--- config.mk ---
export PLATFORM = sky130hd
export DESIGN_NAME = bus_config_ctrl_flat
export DESIGN_NICKNAME = d
export VERILOG_FILES = /design/src/rtl/bus_pkg.sv /design/src/rtl/bus_config_ctrl_if.sv /design/src/rtl/btn_edge_sync.sv /design/src/rtl/bus_config_ctrl.sv /design/src/flat_wrapper.sv
export SDC_FILE = /design/constraint.sdc
export NUM_CORES = 1
export LEC_CHECK = 0
export BUFFER_PORTS_ARGS = -buffer_cell sky130_fd_sc_hd__buf_2
export CAP_MARGIN = 15
export CORE_ASPECT_RATIO = 0.7
export CORE_UTILIZATION = 54
export CTS_CLUSTER_SIZE = 30
export DETAILED_ROUTE_END_ITERATION = 6
export GPL_TIMING_DRIVEN = 0
export HOLD_SLACK_MARGIN = 0.06
export PLACE_DENSITY = 0.78
export SKIP_LAST_GASP = 1
export SYNTH_ARGS = -nofsm -noshare
export SYNTH_HDL_FRONTEND = slang
export SYNTH_HIERARCHICAL = 1
export SYNTH_SLANG_ARGS = --single-unit
--- constraint.sdc ---
create_clock -name clock -period 2.66 [get_ports clock]
set_input_delay 0.532 -clock clock [delete_from_list [all_inputs] [get_ports clock]]
set_output_delay 0.532 -clock clock [all_outputs]
set_load 0.05 [all_outputs]
--- src/rtl/bus_pkg.sv ---
// Shared definitions for the serial bus configuration front end.
// Holds the default geometry, the configuration FSM state codes and the
// per-master transaction descriptor layout.
package bus_pkg;

  localparam int unsigned N_MASTERS = 2;
  localparam int unsigned N_SLAVES  = 3;
  localparam int unsigned ADDR_W    = 12;
  localparam int unsigned DATA_W    = 8;
  localparam int unsigned BURST_W   = 4;
  localparam int unsigned SW_W      = 12;
  localparam int unsigned SLV_W     = (N_SLAVES > 1) ? $clog2(N_SLAVES) : 1;

  // Codes are visible on the LEDs, so they are fixed explicitly.
  typedef enum logic [2:0] {
    StIdle = 3'd0,
    StMsel = 3'd1,
    StSsel = 3'd2,
    StAsel = 3'd3,
    StDsel = 3'd4,
    StBsel = 3'd5,
    StDone = 3'd6
  } cfg_state_t;

  typedef struct packed {
    logic [SLV_W-1:0]   slave;
    logic [ADDR_W-1:0]  addr;
    logic [DATA_W-1:0]  data;
    logic [BURST_W-1:0] burst;
  } cfg_desc_t;

  // Modulo-n increment used by the master and slave selectors.
  function automatic int unsigned wrap_inc(input int unsigned v, input int unsigned n);
    return (v + 1 >= n) ? 0 : v + 1;
  endfunction

endpackage

--- src/rtl/bus_config_ctrl_if.sv ---
// Operator panel / master-facing bundle of the configuration front end.
//   mode_switch, btn_next_n, btn_inc_n, switch_array : panel inputs (raw, async)
//   cfg_slave/addr/data/burst : committed descriptor per master
//   cfg_valid  : per-master descriptor present
//   cfg_update : single-cycle commit strobe
//   cfg_state  : FSM state code for LEDs
// modport master: panel/consumer side; modport slave: the controller.
interface bus_config_ctrl_if #(
  parameter int unsigned N_MASTERS = bus_pkg::N_MASTERS,
  parameter int unsigned N_SLAVES  = bus_pkg::N_SLAVES,
  parameter int unsigned ADDR_W    = bus_pkg::ADDR_W,
  parameter int unsigned DATA_W    = bus_pkg::DATA_W,
  parameter int unsigned BURST_W   = bus_pkg::BURST_W
) ();

  localparam int unsigned SlvW = (N_SLAVES > 1) ? $clog2(N_SLAVES) : 1;

  logic                              mode_switch;
  logic                              btn_next_n;
  logic                              btn_inc_n;
  logic [11:0]                       switch_array;
  logic [N_MASTERS-1:0][SlvW-1:0]    cfg_slave;
  logic [N_MASTERS-1:0][ADDR_W-1:0]  cfg_addr;
  logic [N_MASTERS-1:0][DATA_W-1:0]  cfg_data;
  logic [N_MASTERS-1:0][BURST_W-1:0] cfg_burst;
  logic [N_MASTERS-1:0]              cfg_valid;
  logic                              cfg_update;
  logic [2:0]                        cfg_state;

  modport master (
    output mode_switch, btn_next_n, btn_inc_n, switch_array,
    input  cfg_slave, cfg_addr, cfg_data, cfg_burst, cfg_valid, cfg_update, cfg_state
  );

  modport slave (
    input  mode_switch, btn_next_n, btn_inc_n, switch_array,
    output cfg_slave, cfg_addr, cfg_data, cfg_burst, cfg_valid, cfg_update, cfg_state
  );

endinterface

--- src/rtl/btn_edge_sync.sv ---
// Two-flop synchronizer followed by a registered falling-edge detector.
//   clk_i  : clock
//   rst_i  : synchronous active-high reset
//   d_i    : asynchronous level input
//   sync_o : synchronized level
//   fall_o : one-cycle pulse per 1->0 transition of the synchronized level
// All flops reset to RstVal (the released level) so reset never fakes an edge.
module btn_edge_sync #(
  parameter logic RstVal = 1'b1
) (
  input  logic clk_i,
  input  logic rst_i,
  input  logic d_i,
  output logic sync_o,
  output logic fall_o
);

  logic [1:0] sync_q;
  logic       last_q;
  logic       fall_q;

  always_ff @(posedge clk_i) begin
    if (rst_i) begin
      sync_q <= {2{RstVal}};
      last_q <= RstVal;
      fall_q <= 1'b0;
    end else begin
      sync_q <= {sync_q[0], d_i};
      last_q <= sync_q[1];
      // Registered so the pulse is a clean flop output; a held level stays low
      // in both sync_q[1] and last_q and yields no further pulses.
      fall_q <= last_q & ~sync_q[1];
    end
  end

  assign sync_o = sync_q[1];
  assign fall_o = fall_q;

endmodule

--- src/rtl/bus_config_ctrl.sv ---
// Configuration-mode front end. Steps the operator through master, slave,
// address, data and burst selection and commits a descriptor per master.
//   clock : rising-edge clock
//   rst   : synchronous active-high reset
//   bus   : panel inputs and committed descriptor outputs (slave modport)
// All outputs come straight from flops.
module bus_config_ctrl #(
  parameter int unsigned N_MASTERS = bus_pkg::N_MASTERS,
  parameter int unsigned N_SLAVES  = bus_pkg::N_SLAVES,
  parameter int unsigned ADDR_W    = bus_pkg::ADDR_W,
  parameter int unsigned DATA_W    = bus_pkg::DATA_W,
  parameter int unsigned BURST_W   = bus_pkg::BURST_W
) (
  input  logic             clock,
  input  logic             rst,
  bus_config_ctrl_if.slave bus
);
  import bus_pkg::*;

  localparam int unsigned MstW = (N_MASTERS > 1) ? $clog2(N_MASTERS) : 1;

  logic next_evt;
  logic inc_evt;
  logic mode_sync;
  logic unused_next_sync;
  logic unused_inc_sync;
  logic unused_mode_fall;

  btn_edge_sync #(
    .RstVal (1'b1)
  ) u_next_sync (
    .clk_i  (clock),
    .rst_i  (rst),
    .d_i    (bus.btn_next_n),
    .sync_o (unused_next_sync),
    .fall_o (next_evt)
  );

  btn_edge_sync #(
    .RstVal (1'b1)
  ) u_inc_sync (
    .clk_i  (clock),
    .rst_i  (rst),
    .d_i    (bus.btn_inc_n),
    .sync_o (unused_inc_sync),
    .fall_o (inc_evt)
  );

  // Mode only needs the level; its edge output is left unused.
  btn_edge_sync #(
    .RstVal (1'b0)
  ) u_mode_sync (
    .clk_i  (clock),
    .rst_i  (rst),
    .d_i    (bus.mode_switch),
    .sync_o (mode_sync),
    .fall_o (unused_mode_fall)
  );

  cfg_state_t           state_q;
  logic [MstW-1:0]      mst_q;
  cfg_desc_t            work_q;
  cfg_desc_t            desc_q [N_MASTERS];
  logic [N_MASTERS-1:0] valid_q;
  logic                 update_q;

  always_ff @(posedge clock) begin
    if (rst) begin
      state_q  <= StIdle;
      mst_q    <= '0;
      work_q   <= '0;
      valid_q  <= '0;
      update_q <= 1'b0;
      for (int m = 0; m < N_MASTERS; m++) begin
        desc_q[m] <= '0;
      end
    end else begin
      update_q <= 1'b0;
      if (state_q != StIdle && mode_sync) begin
        // Leaving configuration mode abandons the sequence without a commit.
        state_q <= StIdle;
        work_q  <= '0;
      end else begin
        unique case (state_q)
          StIdle: begin
            if (next_evt && !mode_sync) begin
              state_q <= StMsel;
              mst_q   <= '0;
              work_q  <= '0;
            end
          end
          StMsel: begin
            // next_evt takes priority; a coincident inc_evt is dropped.
            if (next_evt) begin
              state_q      <= StSsel;
              work_q.slave <= valid_q[mst_q] ? desc_q[mst_q].slave : '0;
            end else if (inc_evt) begin
              mst_q <= MstW'(wrap_inc(32'(mst_q), N_MASTERS));
            end
          end
          StSsel: begin
            if (next_evt) begin
              state_q <= StAsel;
            end else if (inc_evt) begin
              work_q.slave <= SLV_W'(wrap_inc(32'(work_q.slave), N_SLAVES));
            end
          end
          StAsel: begin
            if (next_evt) begin
              state_q     <= StDsel;
              work_q.addr <= bus.switch_array[ADDR_W-1:0];
            end
          end
          StDsel: begin
            if (next_evt) begin
              state_q     <= StBsel;
              work_q.data <= bus.switch_array[DATA_W-1:0];
            end
          end
          StBsel: begin
            if (next_evt) begin
              state_q      <= StDone;
              work_q.burst <= bus.switch_array[BURST_W-1:0];
            end
          end
          StDone: begin
            if (next_evt) begin
              state_q        <= StIdle;
              desc_q[mst_q]  <= work_q;
              valid_q[mst_q] <= 1'b1;
              update_q       <= 1'b1;
            end
          end
          default: begin
            state_q <= StIdle;
          end
        endcase
      end
    end
  end

  for (genvar m = 0; m < N_MASTERS; m++) begin : g_out
    assign bus.cfg_slave[m] = desc_q[m].slave;
    assign bus.cfg_addr[m]  = desc_q[m].addr;
    assign bus.cfg_data[m]  = desc_q[m].data;
    assign bus.cfg_burst[m] = desc_q[m].burst;
  end

  assign bus.cfg_valid  = valid_q;
  assign bus.cfg_update = update_q;
  assign bus.cfg_state  = state_q;

endmodule

--- src/flat_wrapper.sv ---
// flat-port wrapper written by rule: the top's interface ports become plain ports
module bus_config_ctrl_flat import bus_pkg::*;
#(
  parameter int unsigned N_MASTERS = bus_pkg::N_MASTERS,
  parameter int unsigned N_SLAVES  = bus_pkg::N_SLAVES,
  parameter int unsigned ADDR_W    = bus_pkg::ADDR_W,
  parameter int unsigned DATA_W    = bus_pkg::DATA_W,
  parameter int unsigned BURST_W   = bus_pkg::BURST_W
)
  (clock, rst, bus_mode_switch, bus_btn_next_n, bus_btn_inc_n, bus_switch_array, bus_cfg_slave, bus_cfg_addr, bus_cfg_data, bus_cfg_burst, bus_cfg_valid, bus_cfg_update, bus_cfg_state);
  bus_config_ctrl_if #(.N_MASTERS(N_MASTERS), .N_SLAVES(N_SLAVES), .ADDR_W(ADDR_W), .DATA_W(DATA_W), .BURST_W(BURST_W)) bus_i ();
  input  logic clock;
  input  logic rst;
  input wire logic [$bits(bus_i.mode_switch)-1:0] bus_mode_switch;
  input wire logic [$bits(bus_i.btn_next_n)-1:0] bus_btn_next_n;
  input wire logic [$bits(bus_i.btn_inc_n)-1:0] bus_btn_inc_n;
  input wire logic [$bits(bus_i.switch_array)-1:0] bus_switch_array;
  output wire logic [$bits(bus_i.cfg_slave)-1:0] bus_cfg_slave;
  output wire logic [$bits(bus_i.cfg_addr)-1:0] bus_cfg_addr;
  output wire logic [$bits(bus_i.cfg_data)-1:0] bus_cfg_data;
  output wire logic [$bits(bus_i.cfg_burst)-1:0] bus_cfg_burst;
  output wire logic [$bits(bus_i.cfg_valid)-1:0] bus_cfg_valid;
  output wire logic [$bits(bus_i.cfg_update)-1:0] bus_cfg_update;
  output wire logic [$bits(bus_i.cfg_state)-1:0] bus_cfg_state;
  assign bus_i.mode_switch = bus_mode_switch;
  assign bus_i.btn_next_n = bus_btn_next_n;
  assign bus_i.btn_inc_n = bus_btn_inc_n;
  assign bus_i.switch_array = bus_switch_array;
  assign bus_cfg_slave = bus_i.cfg_slave;
  assign bus_cfg_addr = bus_i.cfg_addr;
  assign bus_cfg_data = bus_i.cfg_data;
  assign bus_cfg_burst = bus_i.cfg_burst;
  assign bus_cfg_valid = bus_i.cfg_valid;
  assign bus_cfg_update = bus_i.cfg_update;
  assign bus_cfg_state = bus_i.cfg_state;
  bus_config_ctrl #(.N_MASTERS(N_MASTERS), .N_SLAVES(N_SLAVES), .ADDR_W(ADDR_W), .DATA_W(DATA_W), .BURST_W(BURST_W)) u_core (.clock(clock), .rst(rst), .bus(bus_i));
endmodule
==> metrics.csv <==
metric,value,unit
PostCTS Resize Cnt,0,
worst clock skew,0.0147,ns
Layout Cells excl Fill,475,
die height,71.2,um
# IOs,75,
HPWL Detailed,5.00,mm
Placed Instances,458,
post-route cell area,0.00442,mm2
CTS tree,done,
core footprint,0.00643,mm2
Chip Width,101,um
Port Buffer Count,74,
max_cap viols,0,
Area after DPL,0.00418,mm2
Mapped Nets,310,
drt drc,0,
Clock Latency Late Sink,0.36,ns
min Tclk post-route,2.37,ns
CTS Buf Count,9,
routed vias/inst,5.26,
Layout fillers,487,
DIE AREA,0.00718,mm2
status,completed,
slew margin rel.,50.6,%
Final period util,89.1,%
critical path type,reg -> reg,
area delta synth->final,19.7,%
FP Rows,24,
multi-input logic area,0.00112,mm2
final hold vios,0,
Diodes inserted,0,
PwrDens,648,mW/mm2
Final GP Congestion,0.833,
leakage power,1.86,nW
Synth warnings,6,
Pre-Repair DR Iteration Count,4,
vias in the first global route,2331,
"Slew Viols, Final",0,
GRT Total Usage,22.3,%
RSZ-0062 raised after global routing,false,
Routed WL per cell,15.4,um
Routed Antenna Nets,0,
clock tree buffer depth,2,
total grt overflow,0,
Least-Margin Pin Slew,0.741,ns
vias post-DR,2499,
Clock Sinks,96,
synthesized area,0.00369,mm2
syn avg cell area,12.6,um2
fmax,422,MHz
critical path endpoint category,flop,
H-tree depth,3,
proportion of layout cells with a drive suffix above 1,31.0,%
instance count of the mapped netlist,293,
# hold bufs at CTS,0,
NumNets Final,396,
"CTS clk-pin slew, worst paths",0.09,ns
CTS Root Cell,clkbuf_8,
first-pass GRT wire length,11.8,mm
hold crit path type,in -> reg,
# setup viols final,0,
crit path DAT,2.44,ns
CP max FO,14,
Startpoint Class,flop,
Max VDD drop,0.408,mV
register area,0.00244,mm2
Detailed Route Iter0 Violations,139,
post-CTS setup buffer count,0,
initial antenna violation count,0,
largest net degree at the start of global routing,27,
final WL,7.32,mm
starting density of the core,57.5,%
CP Data Required Time,2.73,ns
[cell usage in the layout, fill, tap and decap left out, types with 7 or more instances in the layout]
cell type,count
buf_2,80
and2_1,31
nand3_1,8
or2_1,7
dfxtp_1,44
a21oi_1,12
and3_1,27
nor2_1,20
clkbuf_8,10
a22oi_1,17
nand2_1,12
edfxtp_1,52
[power breakdown]
part	internal (W)	switching, W
sequential	0.00159	0.0000102
combinational	0.0000461	0.000164
clock	0.000564	0.000493
[cell type report]
class	instances	area share, %
Sequential cell	96	55.2
Inverter	2	0.170
Buffer	19	2.89
Clock buffer	11	3.20
Clock inverter	5	1.95
Multi-Input combinational cell	176	25.3
Tap cell	91	2.57
Timing Repair Buffer	75	8.72
[through the flow]
step	power (W)	setup slack, ns	setup TNS, ns	utilization [%]	hold WS, ns
after floorplan	0.00178	0.310	0	-	0.385
after global placement	0.00184	-0.0632	-1.62	65.0	0.389
after detailed placement	0.00184	-0.114	-2.94	65.0	0.406
after CTS	0.00289	0.0572	0	68.6	0.325
after global routing	0.00297	0.171	0	68.8	0.337
final	0.00287	0.290	0	68.8	0.343
[final timing paths]
| path | from | end | slack (ns) | cells past startpoint |
|---|---|---|---|---|
| max | u_core/bus.cfg_state[0]$_SDFFE_PP0P_ | u_core/desc_q[1][15]$_SDFFCE_PN0P_ | 0.29 | 7 |
| min reg2reg | u_core/u_next_sync/sync_q[1]$_SDFF_PP1_ | u_core/u_next_sync/fall_o$_SDFF_PP0_ | 0.41 | 1 |
| max reg2reg | u_core/bus.cfg_state[0]$_SDFFE_PP0P_ | u_core/desc_q[1][15]$_SDFFCE_PN0P_ | 0.29 | 7 |
| min | bus_btn_inc_n | u_core/u_inc_sync/sync_q[0]$_SDFF_PP1_ | 0.34 | 2 |
[flip-flops by register name, indices dropped and copies added, names as in the netlist, named ones only]
name / flops
u_core/bus.cfg_valid: 2
u_core/u_next_sync/sync_q: 2
u_core/desc_q: 52
u_core/work_q: 26
u_core/u_inc_sync/last_q: 1
u_core/u_mode_sync/sync_q: 2
u_core/u_next_sync/fall_o: 1
u_core/mst_q: 1
u_core/u_next_sync/last_q: 1
u_core/u_inc_sync/sync_q: 2
u_core/bus.cfg_update: 1
u_core/bus.cfg_state: 3
u_core/u_inc_sync/fall_o: 1
[worst max-delay path, cell delays in order (launching register included)]
cell and delay, ns:
dfxtp_1 0.34, buf_6 0.14, nand2b_4 0.16, nor4_4 0.22, buf_4 0.21, and2_1 0.16
or2_1 0.59, buf_8 0.25
[routing by layer]
layer	GRT usage, %	share of wire [%]	vias to the layer above
met3	6.62	7.7	4
li1	-	-	1218
met5	0	0	-
met1	31.6	47	1178
met2	33.9	45	99
met4	5.31	0.36	0
Note: power is estimated with default switching activity, not from simulation.
